<file path="config.mk">
export PLATFORM = sky130hd
export DESIGN_NAME = wdog_timer
export DESIGN_NICKNAME = d
export VERILOG_FILES = /design/src/rtl/wdog_timer.sv
export SDC_FILE = /design/constraint.sdc
export NUM_CORES = 1
export LEC_CHECK = 0
export ABC_AREA = 1
export CORE_ASPECT_RATIO = 0.6
export CORE_UTILIZATION = 50
export DETAILED_ROUTE_END_ITERATION = 12
export PLACE_DENSITY_LB_ADDON = 0.15
export SYNTH_ARGS = -nofsm -noshare
export SYNTH_HDL_FRONTEND = slang
export SYNTH_SLANG_ARGS = --single-unit
</file>
<file path="constraint.sdc">
create_clock -name HCLK -period 1.7 [get_ports HCLK]
set_clock_uncertainty 0.1 [all_clocks]
set_input_delay 0.17 -clock HCLK [delete_from_list [all_inputs] [get_ports HCLK]]
set_output_delay 0.17 -clock HCLK [all_outputs]
set_load 0.005 [all_outputs]
</file>
<file path="src/rtl/wdog_timer.sv">
// Two-stage watchdog: the first expiry raises an interrupt, and a second unserviced expiry
// drives a fixed-length reset request. Registers are reached through a lockable write port.
module wdog_timer #(
    parameter int          CNT_W      = 32,
    parameter int          PRESCALE   = 1,
    parameter int          RST_PULSE  = 4,
    parameter logic [31:0] UNLOCK_KEY = 32'h1ACCE551
) (
    input  logic        HCLK,
    input  logic        HRESET,
    input  logic        wr_en,
    input  logic [2:0]  addr,
    input  logic [31:0] wdata,
    output logic [31:0] rdata,
    output logic        wdog_int,
    output logic        watchdog_reset
);

    localparam int PS_W = (PRESCALE > 1) ? $clog2(PRESCALE) : 1;
    localparam int PC_W = (RST_PULSE > 1) ? $clog2(RST_PULSE) : 1;
    localparam logic [PS_W-1:0] PS_MAX = PS_W'(PRESCALE - 1);
    localparam logic [PC_W-1:0] PC_MAX = PC_W'(RST_PULSE - 1);

    typedef enum logic {S_RUN, S_PULSE} state_t;

    state_t           r_state, w_state_nxt;
    logic [CNT_W-1:0] r_load, w_load_nxt;
    logic [CNT_W-1:0] r_count, w_count_nxt;
    logic             r_inten, w_inten_nxt;
    logic             r_resen, w_resen_nxt;
    logic             r_int_pend, w_int_pend_nxt;
    logic             r_locked, w_locked_nxt;
    logic [PS_W-1:0]  r_presc, w_presc_nxt;
    logic [PC_W-1:0]  r_pcnt, w_pcnt_nxt;
    logic [31:0]      r_rdata, w_rdata;
    logic             r_wdog_int;

    logic w_wr_ok, w_kick, w_ld_wr, w_reload, w_tick;

    // LOCK stays writable so software can always unlock.
    assign w_wr_ok  = wr_en && (!r_locked || addr == 3'd4);
    assign w_kick   = w_wr_ok && addr == 3'd3;
    assign w_ld_wr  = w_wr_ok && addr == 3'd0;
    assign w_reload = w_kick || w_ld_wr;
    assign w_tick   = (r_state == S_RUN) && r_inten && (r_presc == PS_MAX);

    always_comb begin
        w_state_nxt    = r_state;
        w_load_nxt     = r_load;
        w_count_nxt    = r_count;
        w_inten_nxt    = r_inten;
        w_resen_nxt    = r_resen;
        w_int_pend_nxt = r_int_pend;
        w_locked_nxt   = r_locked;
        w_presc_nxt    = r_presc;
        w_pcnt_nxt     = r_pcnt;
        case (r_state)
            S_RUN: begin
                if (r_inten)
                    w_presc_nxt = (r_presc == PS_MAX) ? '0 : r_presc + PS_W'(1);
                // A reload on the same edge wins over expiry and decrement.
                if (w_tick && !w_reload) begin
                    if (r_count != '0) begin
                        w_count_nxt = r_count - CNT_W'(1);
                    end else begin
                        w_count_nxt = r_load;
                        if (!r_int_pend) begin
                            w_int_pend_nxt = 1'b1;
                        end else if (r_resen) begin
                            w_state_nxt = S_PULSE;
                            w_pcnt_nxt  = PC_MAX;
                        end
                    end
                end
            end
            S_PULSE: begin
                if (r_pcnt == '0) begin
                    w_state_nxt    = S_RUN;
                    w_int_pend_nxt = 1'b0;
                    w_presc_nxt    = '0;
                end else begin
                    w_pcnt_nxt = r_pcnt - PC_W'(1);
                end
            end
            default: w_state_nxt = S_RUN;
        endcase
        if (w_ld_wr) begin
            w_load_nxt  = wdata[CNT_W-1:0];
            w_count_nxt = wdata[CNT_W-1:0];
            w_presc_nxt = '0;
        end
        if (w_kick) begin
            w_int_pend_nxt = 1'b0;
            w_count_nxt    = r_load;
            w_presc_nxt    = '0;
        end
        if (w_wr_ok && addr == 3'd2) begin
            w_inten_nxt = wdata[0];
            w_resen_nxt = wdata[1];
        end
        if (wr_en && addr == 3'd4)
            w_locked_nxt = (wdata != UNLOCK_KEY);
    end

    always_comb begin
        w_rdata = '0;
        case (addr)
            3'd0:    w_rdata = 32'(r_load);
            3'd1:    w_rdata = 32'(r_count);
            3'd2:    w_rdata = {30'b0, r_resen, r_inten};
            3'd4:    w_rdata = {31'b0, r_locked};
            default: w_rdata = '0;
        endcase
    end

    always_ff @(posedge HCLK) begin
        if (HRESET) begin
            r_state    <= S_RUN;
            r_load     <= '1;
            r_count    <= '1;
            r_inten    <= 1'b0;
            r_resen    <= 1'b0;
            r_int_pend <= 1'b0;
            r_locked   <= 1'b0;
            r_presc    <= '0;
            r_pcnt     <= '0;
            r_rdata    <= '0;
            r_wdog_int <= 1'b0;
        end else begin
            r_state    <= w_state_nxt;
            r_load     <= w_load_nxt;
            r_count    <= w_count_nxt;
            r_inten    <= w_inten_nxt;
            r_resen    <= w_resen_nxt;
            r_int_pend <= w_int_pend_nxt;
            r_locked   <= w_locked_nxt;
            r_presc    <= w_presc_nxt;
            r_pcnt     <= w_pcnt_nxt;
            r_rdata    <= w_rdata;
            r_wdog_int <= w_int_pend_nxt & w_inten_nxt;
        end
    end

    assign rdata          = r_rdata;
    assign wdog_int       = r_wdog_int;
    assign watchdog_reset = (r_state == S_PULSE);

endmodule

</file>
==> impl_results.md <==
- Status: finished, violations left
- Failing checks: negative setup slack
- Die width: 140 um
- Util after Layout: 0.779
- Io pins: 72
- Number of synthesized register bits: roughly 100
- RSZ-0062 raised after global routing: true
- Ant diodes: 0
- Post-synth cell types: 34
- Layout cells sized above 1: 0.254
- Final period utilization: 1.06
- Layout area overhead: 47.4%
- Clk sinks: 104
- CTS buffer count: 9
- Setup CP Type: reg -> reg
- Minimum clock period: 1800 ps
- Synth top area share: 0.362
- CP Launch Type: flip-flop
- Highest net fanout along the worst path: 3
- Slowest-stage cell, CP: dfxtp_1
- Setup-failing EPs final: 35
- Initial DRT Pass Iterations: 6
- Post-Synthesis Cells: 920
- Die Area: 11900 um2
- Area contributors post-synth: dfxtp_1 (36%), nand2_1 (19%), inv_1 (11%)
- First-pass GRT wire length: 30900 um
- Clock Latency Late Sink: 350 ps
- Syn Std Cell Area: 5750 um2
- Worst path most repeated cell: nand2_1
- Fin area: roughly 8500 um2
- CTS clk-pin slew, worst paths: 70 ps
- Final wirelength: 19500 um
- Htree depth: 3
- Initial antenna violation count: 0
- Post-synthesis sequential area ratio: 0.362
- Total power: 5.68 mW
- Slew @ Worst Pin: around 370 ps
- Core area: 10900 um2
- Pwr/cell area: 671 nW/um2
- Worst path top cell family by delay: simple AND/OR/NAND/NOR gates
- Arr. time, crit path: 1950 ps
- Syn Area/Cell: between 6 and 7 um2
- DP HPWL: 13100 um
- WP buf/inv: 1
- Hold_buf cts: 0
- Antenna Nets Post-Route: 0
- Final Max Tran Viols: 0
- Die Y: 85.1 um
- Worst path cell trace: nor2_2 > nand2_1 > inv_1 > nand4_1 > o21ai_0 > nand3_1 > nand2_1 > nand2_1 > nand2_1 > nand2_1
- GRT overflow: 0
- CP max stage delay: 340 ps
- Nets: 1156
- Post-route setup slack: -95.8 ps
- Worst EP required: 1850 ps
- Wire per inst: 15.5 um
- Final Hold Viols: 0
- Worst VDD drop: 0.481 mV
- Post-synth top area cell: dfxtp_1
- Vias/cell: 5.30
- Starting density of the core: 0.528
- Setup crit end kind: flip-flop
- Syn_nets: 961
- Via total after detailed routing: 6673
- GRT Util Overall: 0.335
- Largest net degree at the start of global routing: 67
- Root buffer cell: clkbuf_16
- Detailed Route Iter0 Violations: 704
- Dpl cell area: 7520 um2
- Row count: 29
- Vias in the first global route: between 6000 and 7000
- Number of port buffers: 71
- Max Cap Viol: 0
- Leak: 4.37 nW
- GPL Wtd Cong: roughly 0.94
- Yosys warns: 0
- Slew HR: 0.748
- Drc violations: 0
- Fmax: about 560 MHz
- Worst hold path class: in -> reg
- Longest Clk Path Bufs: 2
- CTS tree: yes
what timing repair did:
action,4_1_cts,5_1_grt
gates resized for setup,75,88
pin swaps,17,25
buffers inserted,8,8
cloned,2,0
endpoints found under the setup margin,37,58
flip-flops by register name, summed over array words and instances, names as in the netlist, 2 cells and up:
signal,flops
r_count,32
r_load,32
rdata,32
r_pcnt,2
layout make-up:
| type | count | area, um2 |
|---|---|---|
| Clock inverter | 3 | 17.5 |
| Sequential cell | 104 | 2100 |
| Fill cell | 769 | 2410 |
| Tap cell | 139 | 174 |
| Clock buffer | 12 | 256 |
| Multi-Input combinational cell | 612 | 3340 |
| Timing Repair Buffer | 214 | 1920 |
| Inverter | 174 | 661 |
report_power, final:
group          internal, mW  switching (mW)
Sequential             2.55          0.0992
Combinational         0.483           0.568
Clock                  1.06           0.917
Total                  4.10            1.58
final timing paths:
path | from | endpoint | slack [ps] | cells after the start
worst max-delay path | r_count[8] | r_count[26] | -100 | 10
worst min-delay path | addr[2] | rdata[0] | 270 | 3
worst max register to register | r_count[8] | r_count[26] | -100 | 10
worst min register to register | r_load[11] | r_load[11] | 400 | 2
cell usage in the layout, fill, tap and decap left out, types with 19 or more instances in the layout:
cell type        Yosys  routed
nand2_1            298     273
inv_1              170     163
buf_4                2     127
dfxtp_1            104      90
clkdlybuf4s50_1      0      70
nand3_1             73      59
o21ai_0             58      50
nor2_1              74      37
nor2_2               7      26
o211ai_1            26      26
o22ai_1             25      25
nor2_4               2      20
nand2_2              3      19
cell families (layout without fill, tap and decap cells):
logic type | Yosys count | count (layout) | synth area share
AOI/OAI and AO/OA | 120 | 120 | 0.126
xor gates and xnor gates | 14 | 14 | 0.0213
buffers and inverters | 206 | 403 | 0.143
adders and majority gates | 3 | 3 | 0.00653
DFF | 104 | 104 | 0.362
and+or+nand+nor | 473 | 475 | 0.341
cell usage after synthesis (all sizes together):
| library cell | instances |
|---|---|
| nand2 | 303 |
| inv | 173 |
| dfxtp | 104 |
| nor2 | 83 |
| nand3 | 74 |
| o21ai | 61 |
| o211ai | 26 |
| o22ai | 25 |
| buf | 16 |
| clkbuf | 16 |
| xor2 | 14 |
| nand4 | 6 |
| a21oi | 4 |
| ha | 3 |
| nor3 | 3 |
| nand3b | 2 |
| a21boi | 1 |
| a32o | 1 |
| clkinv | 1 |
| nor4 | 1 |
| nor4b | 1 |
| o211a | 1 |
| o21a | 1 |
metrics by stage:
step	worst slack [ps]	cells	setup TNS (ps)	hold WS, ps
floorplan	10.8	920	0	139
global placement	-296	1225	-16210	371
detailed placement	-408	1225	-19730	381
CTS	-72.6	1250	-1300	345
global route	-208	1258	-4480	312
finish	-95.8	1258	-1800	274
worst reg2reg max path: cells and delay by family, from the launching register on:
family,cells,cell delay (ps)
AOI/OAI and AO/OA,1,250
buffers and inverters,1,120
DFF,1,340
and+or+nand+nor,8,890
routing by layer:
| metal | up-vias | track usage | routed length, um |
|---|---|---|---|
| li1 | 3252 | - | - |
| met1 | 2998 | 0.479 | 8760 |
| met2 | 379 | 0.482 | 7940 |
| met3 | 44 | 0.103 | 2400 |
| met4 | 0 | 0.0959 | 454 |
| met5 | - | 0 | 0 |
Power figures use the tool's default switching activity.
